[src/rtl/perceptron_layer_seq.sv]
// Sequential binary-input perceptron layer: one input bit per clock, all neurons accumulate in parallel.
// Optional macro SIGNED_WEIGHT_EN switches weights/thresholds to two's complement.
//
// state   | meaning
// --------+-----------------------------------------------------------
// S_IDLE  | ready for a vector; weight/threshold writes accepted here
// S_ACCUM | one input bit per clock added into every accumulator
// S_CMP   | final sums settled; compare against thresholds
// S_DONE  | out_bits/out_valid held until out_ready
module perceptron_layer_seq #(
    parameter int N_IN      = 8,
    parameter int N_OUT     = 8,
    parameter int W_WIDTH   = 8,
    parameter int ACC_WIDTH = 16
) (
    input  logic                                  clk,
    input  logic                                  rst_n,
    input  logic                                  in_valid,
    output logic                                  in_ready,
    input  logic [N_IN-1:0]                       in_vec,
    output logic                                  out_valid,
    input  logic                                  out_ready,
    output logic [N_OUT-1:0]                      out_bits,
    input  logic                                  wr_en,
    input  logic [$clog2(N_OUT*(N_IN+1))-1:0]     wr_addr,
    input  logic [W_WIDTH-1:0]                    wr_data,
    output logic                                  wr_err
);

    localparam int N_ADDR = N_OUT * (N_IN + 1);
    localparam int ADDR_W = $clog2(N_ADDR);
    localparam int CNT_W  = $clog2(N_IN);
    localparam logic [CNT_W-1:0]  CNT_LAST  = CNT_W'(N_IN - 1);
    localparam logic [ADDR_W:0]   ADDR_LIM  = (ADDR_W + 1)'(N_ADDR);

    typedef enum logic [1:0] {S_IDLE, S_ACCUM, S_CMP, S_DONE} state_t;

    state_t                 state, state_nxt;
    logic [W_WIDTH-1:0]     w_mem   [N_OUT][N_IN];
    logic [W_WIDTH-1:0]     thr_mem [N_OUT];
    logic [ACC_WIDTH-1:0]   acc     [N_OUT];
    logic [N_IN-1:0]        in_vec_q;
    logic [CNT_W-1:0]       cnt;
    logic                   accept;
    logic                   wr_ok;

    function automatic logic [ACC_WIDTH-1:0] ext_w(input logic [W_WIDTH-1:0] v);
`ifdef SIGNED_WEIGHT_EN
        return {{(ACC_WIDTH-W_WIDTH){v[W_WIDTH-1]}}, v};
`else
        return {{(ACC_WIDTH-W_WIDTH){1'b0}}, v};
`endif
    endfunction

    function automatic logic fires(input logic [ACC_WIDTH-1:0] a, input logic [ACC_WIDTH-1:0] t);
`ifdef SIGNED_WEIGHT_EN
        return $signed(a) > $signed(t);
`else
        return a > t;
`endif
    endfunction

    assign in_ready  = (state == S_IDLE);
    assign out_valid = (state == S_DONE);
    assign accept    = in_valid && in_ready;
    assign wr_ok     = wr_en && (state == S_IDLE) && ({1'b0, wr_addr} < ADDR_LIM);

    always_ff @(posedge clk or negedge rst_n) begin
        if (!rst_n) state <= S_IDLE;
        else        state <= state_nxt;
    end

    always_comb begin
        state_nxt = state;
        case (state)
            S_IDLE:  if (in_valid)        state_nxt = S_ACCUM;
            S_ACCUM: if (cnt == CNT_LAST) state_nxt = S_CMP;
            S_CMP:                        state_nxt = S_DONE;
            S_DONE:  if (out_ready)       state_nxt = S_IDLE;
            default:                      state_nxt = S_IDLE;
        endcase
    end

    // Register file: flat address n*(N_IN+1)+i, slot N_IN of each neuron is its threshold.
    always_ff @(posedge clk or negedge rst_n) begin
        if (!rst_n) begin
            for (int n = 0; n < N_OUT; n++) begin
                for (int i = 0; i < N_IN; i++) w_mem[n][i] <= '0;
                thr_mem[n] <= '0;
            end
        end else if (wr_ok) begin
            for (int n = 0; n < N_OUT; n++) begin
                for (int i = 0; i < N_IN; i++) begin
                    if (wr_addr == ADDR_W'(n * (N_IN + 1) + i)) w_mem[n][i] <= wr_data;
                end
                if (wr_addr == ADDR_W'(n * (N_IN + 1) + N_IN)) thr_mem[n] <= wr_data;
            end
        end
    end

    always_ff @(posedge clk or negedge rst_n) begin
        if (!rst_n) wr_err <= 1'b0;
        else        wr_err <= wr_en && !wr_ok;
    end

    always_ff @(posedge clk or negedge rst_n) begin
        if (!rst_n) begin
            in_vec_q <= '0;
            cnt      <= '0;
            out_bits <= '0;
            for (int n = 0; n < N_OUT; n++) acc[n] <= '0;
        end else begin
            case (state)
                S_IDLE: begin
                    if (accept) begin
                        in_vec_q <= in_vec;
                        cnt      <= '0;
                        for (int n = 0; n < N_OUT; n++) acc[n] <= '0;
                    end
                end
                S_ACCUM: begin
                    for (int n = 0; n < N_OUT; n++) begin
                        acc[n] <= acc[n] + (in_vec_q[cnt] ? ext_w(w_mem[n][cnt]) : '0);
                    end
                    cnt <= cnt + 1'b1;
                end
                S_CMP: begin
                    for (int n = 0; n < N_OUT; n++) out_bits[n] <= fires(acc[n], ext_w(thr_mem[n]));
                end
                default: ;
            endcase
        end
    end

endmodule

[config.mk]
export PLATFORM = sky130hd
export DESIGN_NAME = perceptron_layer_seq
export DESIGN_NICKNAME = d
export VERILOG_FILES = /design/src/rtl/perceptron_layer_seq.sv
export SDC_FILE = /design/constraint.sdc
export NUM_CORES = 1
export LEC_CHECK = 0
export BUFFER_PORTS_ARGS = -buffer_cell sky130_fd_sc_hd__buf_2
export CAP_MARGIN = 20
export CORE_MARGIN = 2
export CORE_UTILIZATION = 40
export CTS_BUF_LIST = sky130_fd_sc_hd__clkbuf_16
export DETAILED_ROUTE_END_ITERATION = 8
export MAX_ROUTING_LAYER = met4
export SLEW_MARGIN = 5
export SYNTH_ARGS = -nofsm -noshare
export SYNTH_HDL_FRONTEND = slang
export SYNTH_SLANG_ARGS = --single-unit
[constraint.sdc]
create_clock -name clk -period 3.7 [get_ports clk]
set_input_delay 0.37 -clock clk [delete_from_list [all_inputs] [get_ports clk]]
set_output_delay 0.37 -clock clk [all_outputs]
set_load 0.05 [all_outputs]
==> impl_results.rst, run 1 <==
.. list-table::
   :header-rows: 1

   * - Metric
     - Value
   * - Routed WL
     - 94100 um
   * - Compound-gate portion of the synthesized area
     - 5.55%
   * - Total global routing overflow
     - 0
   * - Critical path startpoint category
     - register
   * - Actual transition at the worst max-transition pin
     - 1.05 ns
   * - Critical path class
     - register to register
   * - Critical Path AT
     - 4.10 ns
   * - Req. time, crit path
     - 4.26 ns
   * - Initial cell density of the core
     - 40.2%
   * - Vias per cell
     - 5.58
   * - Die Y-Extent
     - 310 um
   * - Post-layout total power
     - 25.1 mW
   * - Number of flops mapped to enable cells by yosys
     - 0
   * - Switching power
     - 8.14 mW
   * - Wire per inst
     - 22.0 um
   * - Share of async-settable or async-resettable flops after synthesis
     - 100%
   * - Met2 wire len
     - 44200 um
   * - Vias in the first global route
     - 25200
   * - Largest family of logic cells by synthesized area
     - multiplexers
   * - Yosys warnings
     - 0
   * - Slew Limit Headroom
     - 30.1%
   * - Final period util
     - 95.7%
   * - Routability cong.
     - 0.843
   * - Detailed-route wire length on metal 1
     - 43700 um
   * - Top fanout value on the critical path
     - 16
   * - Half-perimeter wire length after placement
     - 63400 um
   * - Dominant synthesized flop cell
     - sky130_fd_sc_hd__dfrtp_1
   * - Reported leakage power
     - 19.8 nW
   * - Multiplexer fraction of the synthesized cell area
     - 27.9%
   * - Post-CTS Setup Inserts
     - 0
   * - Internal power summed over all cells
     - 17.0 mW
   * - Worst skew pair latency
     - 0.65 ns
   * - Post-layout net count
     - 3133
   * - Simple-gate area share of the yosys netlist
     - 8.45%
   * - Portion of synthesized cell area occupied by the leading cell type
     - 48.6%
   * - Most common cell in the netlist
     - sky130_fd_sc_hd__dfrtp_1
   * - Top cells by area, synth
     - sky130_fd_sc_hd__dfrtp_1 49%, sky130_fd_sc_hd__mux2_2 15%, sky130_fd_sc_hd__mux4_2 7.8%
   * - Antenna violations before repair
     - 5
   * - Met3 wire len
     - 3840 um
   * - Setup Slack @ Placement
     - 0.105 ns
   * - Fin. Hold Viols
     - 0
   * - Power per cell area
     - 589 nW/um^2
   * - RSZ-0062 raised after global routing
     - true
   * - Max-capacitance violation count
     - 0
   * - Total global-route track usage
     - 20.6%
   * - Number of clock sinks
     - 726
   * - H-tree lvl count
     - 3
   * - Starting DRC count in detailed routing
     - 1595
   * - Xor and xnor fraction of the mapped netlist area
     - 1.94%
   * - Comb power frac
     - 27.8%
   * - Clock Tree Root
     - sky130_fd_sc_hd__clkbuf_16
   * - Total standard cell area after synthesis
     - 37400 um^2
   * - Largest net degree at the start of global routing
     - 87
   * - Number of max-slew violations in the final report
     - 0
   * - Antenna-violating nets left
     - 0
   * - Min Clock Period, post-route
     - 3.54 ns
   * - TritonCTS clock tree
     - yes
   * - Horiz. Die Dim
     - 310 um
   * - Worst setup EP type
     - register
   * - Worst hold-check path type
     - input port to register
   * - Num ports
     - 39
   * - Number of distinct standard cells referenced by the synthesized netlist
     - 73
   * - Maximum resistive drop on vdd
     - 0.292 mV
   * - Number of DRC violations after detailed routing
     - 0
   * - Core Rows
     - 112
   * - Std-Cell Core Area
     - 93000 um^2
   * - Area share of fa/ha/maj cells after synthesis
     - 4.91%
   * - Final setup fails
     - 0
   * - Largest clock skew in the final design
     - 0.0208 ns
   * - Top achievable clock speed
     - 282 MHz
   * - Top Layer Used
     - met4
   * - Share of total power in the clock network
     - 34.7%
   * - Top cell type by total area after synthesis
     - sky130_fd_sc_hd__dfrtp_1
   * - # port buffers
     - 38
   * - Clock slew at reported path FFs
     - 0.06 ns
   * - Pre-Repair DR Iteration Count
     - 6
   * - Number of storage elements in the synthesis netlist
     - 726
   * - Instance count of the mapped netlist
     - 2881
   * - Least setup slack across all paths after layout
     - 0.158 ns
   * - Status
     - finished clean
   * - First-pass GRT wire length
     - 149000 um
   * - Die ar.
     - 96000 um^2
   * - Proportion of layout cells with a drive suffix above 1
     - 35.3%
   * - Portion of the post-synthesis area used by sequential elements
     - 48.6%
   * - Power share of the sequential group
     - 37.6%
   * - Total via count in the routed design
     - 23900
   * - Max Buffers Root-to-Sink
     - 3
   * - Smallest hold slack
     - 0.140 ns
   * - Clock buffers created by TritonCTS
     - 80
   * - Synthesized area per cell
     - 13.0 um^2
   * - Most frequent cells after synthesis
     - 726 x sky130_fd_sc_hd__dfrtp_1, 494 x sky130_fd_sc_hd__mux2_2, 163 x sky130_fd_sc_hd__nor2_1, 135 x sky130_fd_sc_hd__nand2_1, 134 x sky130_fd_sc_hd__ha_1
   * - Area Overhead vs Synth
     - 14.0%
   * - Net switching fraction of the power
     - 32.4%
   * - Nets in the synthesized netlist
     - 3051
layout make-up:
class                      count  area [um^2]
antenna                        5         12.5
clock buffer                  81         2030
clock inverter                65          817
fill                        8240        50400
inverter                      84          315
multi-input combinational   1921        18300
sequential                   726        18200
tap                         1254         1570
timing repair buffer         150         1400
power by group through the flow:
stage          clock [mW]  sequential [mW]  combinational (mW)
2_1_floorplan           0             9.42                4.65
3_3_place_gp            0             9.52                6.84
3_5_place_dp            0             9.57                7.01
4_1_cts              8.87             9.43                7.04
5_1_grt              9.19             9.53                7.68
6_report             8.70             9.43                6.98
cell usage in the layout (no fill, tap or decap), types with 14 or more instances in the layout:
master and n:
sky130_fd_sc_hd__nor2_1 162, sky130_fd_sc_hd__mux2i_1 67, sky130_fd_sc_hd__bufinv_16 18, sky130_fd_sc_hd__nand3_1 35, sky130_fd_sc_hd__buf_4 75, sky130_fd_sc_hd__dfrtp_1 723, sky130_fd_sc_hd__xor2_1 53, sky130_fd_sc_hd__nand2_2 18
sky130_fd_sc_hd__o21ai_0 127, sky130_fd_sc_hd__xnor2_1 30, sky130_fd_sc_hd__nor2b_1 14, sky130_fd_sc_hd__clkbuf_16 81, sky130_fd_sc_hd__ha_1 134, sky130_fd_sc_hd__nand4_1 41, sky130_fd_sc_hd__nor2_2 16, sky130_fd_sc_hd__o211ai_1 26
sky130_fd_sc_hd__nand2b_1 21, sky130_fd_sc_hd__buf_2 37, sky130_fd_sc_hd__mux2_2 494, sky130_fd_sc_hd__a21oi_1 106, sky130_fd_sc_hd__inv_1 91, sky130_fd_sc_hd__clkinv_1 14, sky130_fd_sc_hd__mux4_2 130, sky130_fd_sc_hd__buf_12 25
sky130_fd_sc_hd__a21o_1 14, sky130_fd_sc_hd__nand2_1 135, sky130_fd_sc_hd__or3_1 26, sky130_fd_sc_hd__mux2_4 80, sky130_fd_sc_hd__nor2_4 28
cells by family after synthesis:
logic type / count (synthesis)
AO/OA/AOI/OAI: 351
flip-flops: 726
buffers and inverters: 234
adder cells (fa/ha/maj): 142
AND/OR/NAND/NOR: 567
XOR/XNOR: 83
multiplexers: 778
flip-flops by register name, indices dropped and copies added, names as in the netlist:
signal / count
acc: 128
cnt: 3
in_vec_q: 8
out_bits: 8
state: 2
thr_mem: 64
w_mem: 512
wr_err: 1
worst max-delay path: stages, from the launching register on:
cell,delay (ns)
sky130_fd_sc_hd__dfrtp_4,0.54
sky130_fd_sc_hd__buf_12,0.23
sky130_fd_sc_hd__buf_12,0.20
sky130_fd_sc_hd__mux4_2,0.51
sky130_fd_sc_hd__mux2i_1,0.32
sky130_fd_sc_hd__nor2_1,0.15
sky130_fd_sc_hd__ha_1,0.32
sky130_fd_sc_hd__a211oi_1,0.08
sky130_fd_sc_hd__o21ai_1,0.29
sky130_fd_sc_hd__a211oi_2,0.14
sky130_fd_sc_hd__or4_1,0.47
sky130_fd_sc_hd__a21oi_1,0.18
path summary, 6_finish.rpt:
path / from / to / slack [ns] / cells after the start
min in group asynchronous: rst_n / w_mem[461] / 0.35 / 2
hold / removal: wr_addr[6] / wr_err / 0.14 / 3
hold reg to reg: w_mem[10] / w_mem[10] / 0.49 / 1
setup reg to reg: cnt[0] / acc[79] / 0.16 / 11
setup / recovery: cnt[0] / acc[79] / 0.16 / 11
max in group asynchronous: rst_n / in_vec_q[5] / 2.17 / 4
stage by stage:
step	cells	TNS, ns	util [%]	cell area [um^2]
2_1_floorplan	2881	0	-	37400
3_3_place_gp	4123	0	42.5	39600
3_5_place_dp	4124	0	42.6	39600
4_1_cts	4280	0	45.7	42500
5_1_grt	4286	-0.0594	45.8	42600
6_report	4286	0	45.8	42600
metal layers:
metal | global-route usage (%) | vias up
met3 | 2.49 | 150
met5 | - | -
met4 | 6.06 | 0
met2 | 32.2 | 530
met1 | 28.2 | 12600
li1 | - | 10700
timing repair:
| action | 4_1_cts | 5_1_grt |
|---|---|---|
| setup endpoints to repair | 0 | 28 |
| resized for setup | 0 | 13 |
| hold endpoints to repair | 81 | 0 |
| hold buffers | 10 | 0 |
Power figures use the tool's default switching activity.
==> run 2, diff against run 1 <==
--- a/config.mk
+++ b/config.mk
@@ -9,7 +9,6 @@
 export CAP_MARGIN = 20
 export CORE_MARGIN = 2
 export CORE_UTILIZATION = 40
-export CTS_BUF_LIST = sky130_fd_sc_hd__clkbuf_16
 export DETAILED_ROUTE_END_ITERATION = 8
 export MAX_ROUTING_LAYER = met4
 export SLEW_MARGIN = 5
==> impl_results.rst, run 2 (synthesis results as in run 1) <==
.. list-table::
   :header-rows: 1

   * - Metric
     - Value
   * - Top fanout value on the critical path
     - 16
   * - Post-layout total power
     - 25.4 mW
   * - Final setup fails
     - 0
   * - Endpoint of the worst hold path
     - wr_err
   * - Critical path startpoint category
     - register
   * - Worst hold-check path type
     - input port to register
   * - Fin. Hold Viols
     - 0
   * - Register with the most flip-flops
     - w_mem
   * - Area Overhead vs Synth
     - 14.4%
   * - Number of flip-flops under the largest register name
     - 512
   * - Total area of multi-input combinational cells
     - 18300 um^2
   * - Critical path class
     - register to register
   * - Number of DRC violations after detailed routing
     - 0
   * - Detailed-route wire length on metal 1
     - 43400 um
   * - Total global routing overflow
     - 0
   * - Worst skew pair latency
     - 0.65 ns
   * - Clock buffers created by TritonCTS
     - 80
   * - Clock slew at reported path FFs
     - 0.06 ns
   * - Slew Limit Headroom
     - 29.9%
   * - Antenna violations before repair
     - 5
   * - RSZ-0062 raised after global routing
     - true
   * - Half-perimeter wire length after placement
     - 63400 um
   * - Critical Path AT
     - 4.10 ns
   * - Total via count in the routed design
     - 23900
   * - Min Clock Period, post-route
     - 3.55 ns
   * - Clock Tree Root
     - sky130_fd_sc_hd__clkbuf_16
   * - Largest net degree at the start of global routing
     - 87
   * - Total global-route track usage
     - 20.6%
   * - Proportion of layout cells with a drive suffix above 1
     - 35.7%
   * - Req. time, crit path
     - 4.26 ns
   * - Antenna-violating nets left
     - 0
   * - Start of the worst register-to-register path
     - cnt[0]
   * - Critical Path Start
     - cnt[0]
   * - FILL cells
     - 8229
   * - Cells on Worst Hold Path
     - 3
   * - Path depth of the worst reg2reg path
     - 11
   * - Actual transition at the worst max-transition pin
     - 1.05 ns
   * - Die Y-Extent
     - 310 um
   * - Met2 wire len
     - 44100 um
   * - H-tree lvl count
     - 3
   * - Number of buffer and inverter instances along the worst setup path
     - 2
   * - Minimum setup slack among reg-to-reg paths
     - 0.15 ns
   * - First-pass GRT wire length
     - 149000 um
   * - Post-CTS Setup Inserts
     - 0
   * - Most common cell after layout, fill and taps aside
     - sky130_fd_sc_hd__dfrtp_1
   * - Routed WL
     - 93900 um
   * - Met3 wire len
     - 4090 um
   * - Number of clock sinks
     - 726
   * - # port buffers
     - 38
   * - Maximum resistive drop on vdd
     - 0.296 mV
   * - Regs by FF count
     - w_mem (512), acc (128), thr_mem (64)
   * - Final period util
     - 95.8%
   * - Reported leakage power
     - 19.8 nW
   * - TritonCTS clock tree
     - yes
   * - Library cell appearing most often on the critical path
     - sky130_fd_sc_hd__buf_12
   * - Initial cell density of the core
     - 40.2%
   * - Pre-Repair DR Iteration Count
     - 5
   * - Biggest cell delay along the critical path
     - 0.54 ns
   * - Worst setup EP type
     - register
   * - Power per cell area
     - 595 nW/um^2
   * - Family with the most delay on the worst path
     - multiplexers
   * - Setup TNS
     - 0 ns
   * - Terminus of the critical flop-to-flop path
     - acc[79]
   * - Die ar.
     - 96000 um^2
   * - Starting DRC count in detailed routing
     - 1638
   * - Top Layer Used
     - met4
   * - Routability cong.
     - 0.843
   * - Max-capacitance violation count
     - 0
   * - Beginning of the worst hold path
     - wr_addr[6]
   * - Smallest hold slack
     - 0.141 ns
   * - Wire per inst
     - 21.9 um
   * - Post-layout net count
     - 3133
   * - Register Area
     - 18200 um^2
   * - Core Rows
     - 112
   * - Largest clock skew in the final design
     - 0.0210 ns
   * - Std-Cell Core Area
     - 93000 um^2
   * - Num ports
     - 39
   * - Number of max-slew violations in the final report
     - 0
   * - Status
     - finished clean
   * - Vias in the first global route
     - 25200
   * - Cell-by-cell listing of the critical path
     - buf_12 > buf_12 > mux4_2 > mux2i_1 > nor2_1 > ha_1 > a211oi_1 > o21ai_1 > a211oi_2 > or4_1 > a21oi_1
   * - Critical Path Slowest Stage Cell
     - sky130_fd_sc_hd__dfrtp_4
   * - Vias per cell
     - 5.59
   * - Top achievable clock speed
     - 282 MHz
   * - Max Buffers Root-to-Sink
     - 3
   * - Commonest cells after routing, fill and taps aside
     - 723 x sky130_fd_sc_hd__dfrtp_1, 494 x sky130_fd_sc_hd__mux2_2, 162 x sky130_fd_sc_hd__nor2_1
   * - Horiz. Die Dim
     - 310 um
-- run 2: cell types whose count changed in the layout (fill, tap and decap cells not counted), sizes merged --
cell	change
clkinv	-14
clkbuf	+21
inv	-7
-- run 2: worst max path at each step --
stage               end  slack (ns)  cells after the start
2_1_floorplan  acc[102]        0.33                     12
3_3_place_gp   acc[123]        0.11                     12
3_5_place_dp   acc[123]        0.11                     11
4_1_cts        acc[123]         0.1                     12
5_1_grt        acc[122]       -0.03                     12
6_report        acc[79]        0.15                     11
-- run 2: report_power, final --
part	switching [mW]	internal (mW)	leakage, nW	total (mW)
Combinational	4.07	2.91	8.38	6.98
Sequential	0.648	8.78	9.99	9.43
Clock	3.43	5.58	1.46	9.02
Total	8.15	17.3	19.8	25.4
-- run 2: layout make-up --
class                   instances  share of cell area [%]
multi-input cells            1921                    42.8
flip-flops and latches        726                    42.5
clock buffers                 102                    5.25
well taps                    1254                    3.67
repair buffers                150                    3.28
clock inverters                44                    1.73
inverters                      84                   0.737
diodes                          5                  0.0293
-- run 2: through the flow --
step / worst slack, ns / cells / area, um^2 / util, %
floorplan: 0.325 / 2881 / 37400 / -
global placement: 0.107 / 4123 / 39600 / 42.5
detailed placement: 0.105 / 4124 / 39600 / 42.6
CTS: 0.0956 / 4280 / 42700 / 45.9
global route: -0.0286 / 4286 / 42800 / 46.0
finish: 0.154 / 4286 / 42800 / 46.0
-- run 2: worst min-delay path: cells and delay by family --
kind                   cells  cell delay [ns]
AO/OA/AOI/OAI              1             0.07
buffers and inverters      1             0.14
AND/OR/NAND/NOR            1             0.16
-- run 2: layer usage --
| metal | up-vias | track usage (%) |
|---|---|---|
| li1 | 10700 | - |
| met1 | 12600 | 28.2 |
| met2 | 535 | 32.2 |
| met3 | 157 | 2.53 |
| met4 | 0 | 6.06 |
| met5 | - | - |
-- run 2: timing repair --
item / CTS / global route
hold endpoints to repair: 81 / 0
endpoints found under the setup margin: 0 / 28
resized for setup: 0 / 12
hold buffers: 10 / 0
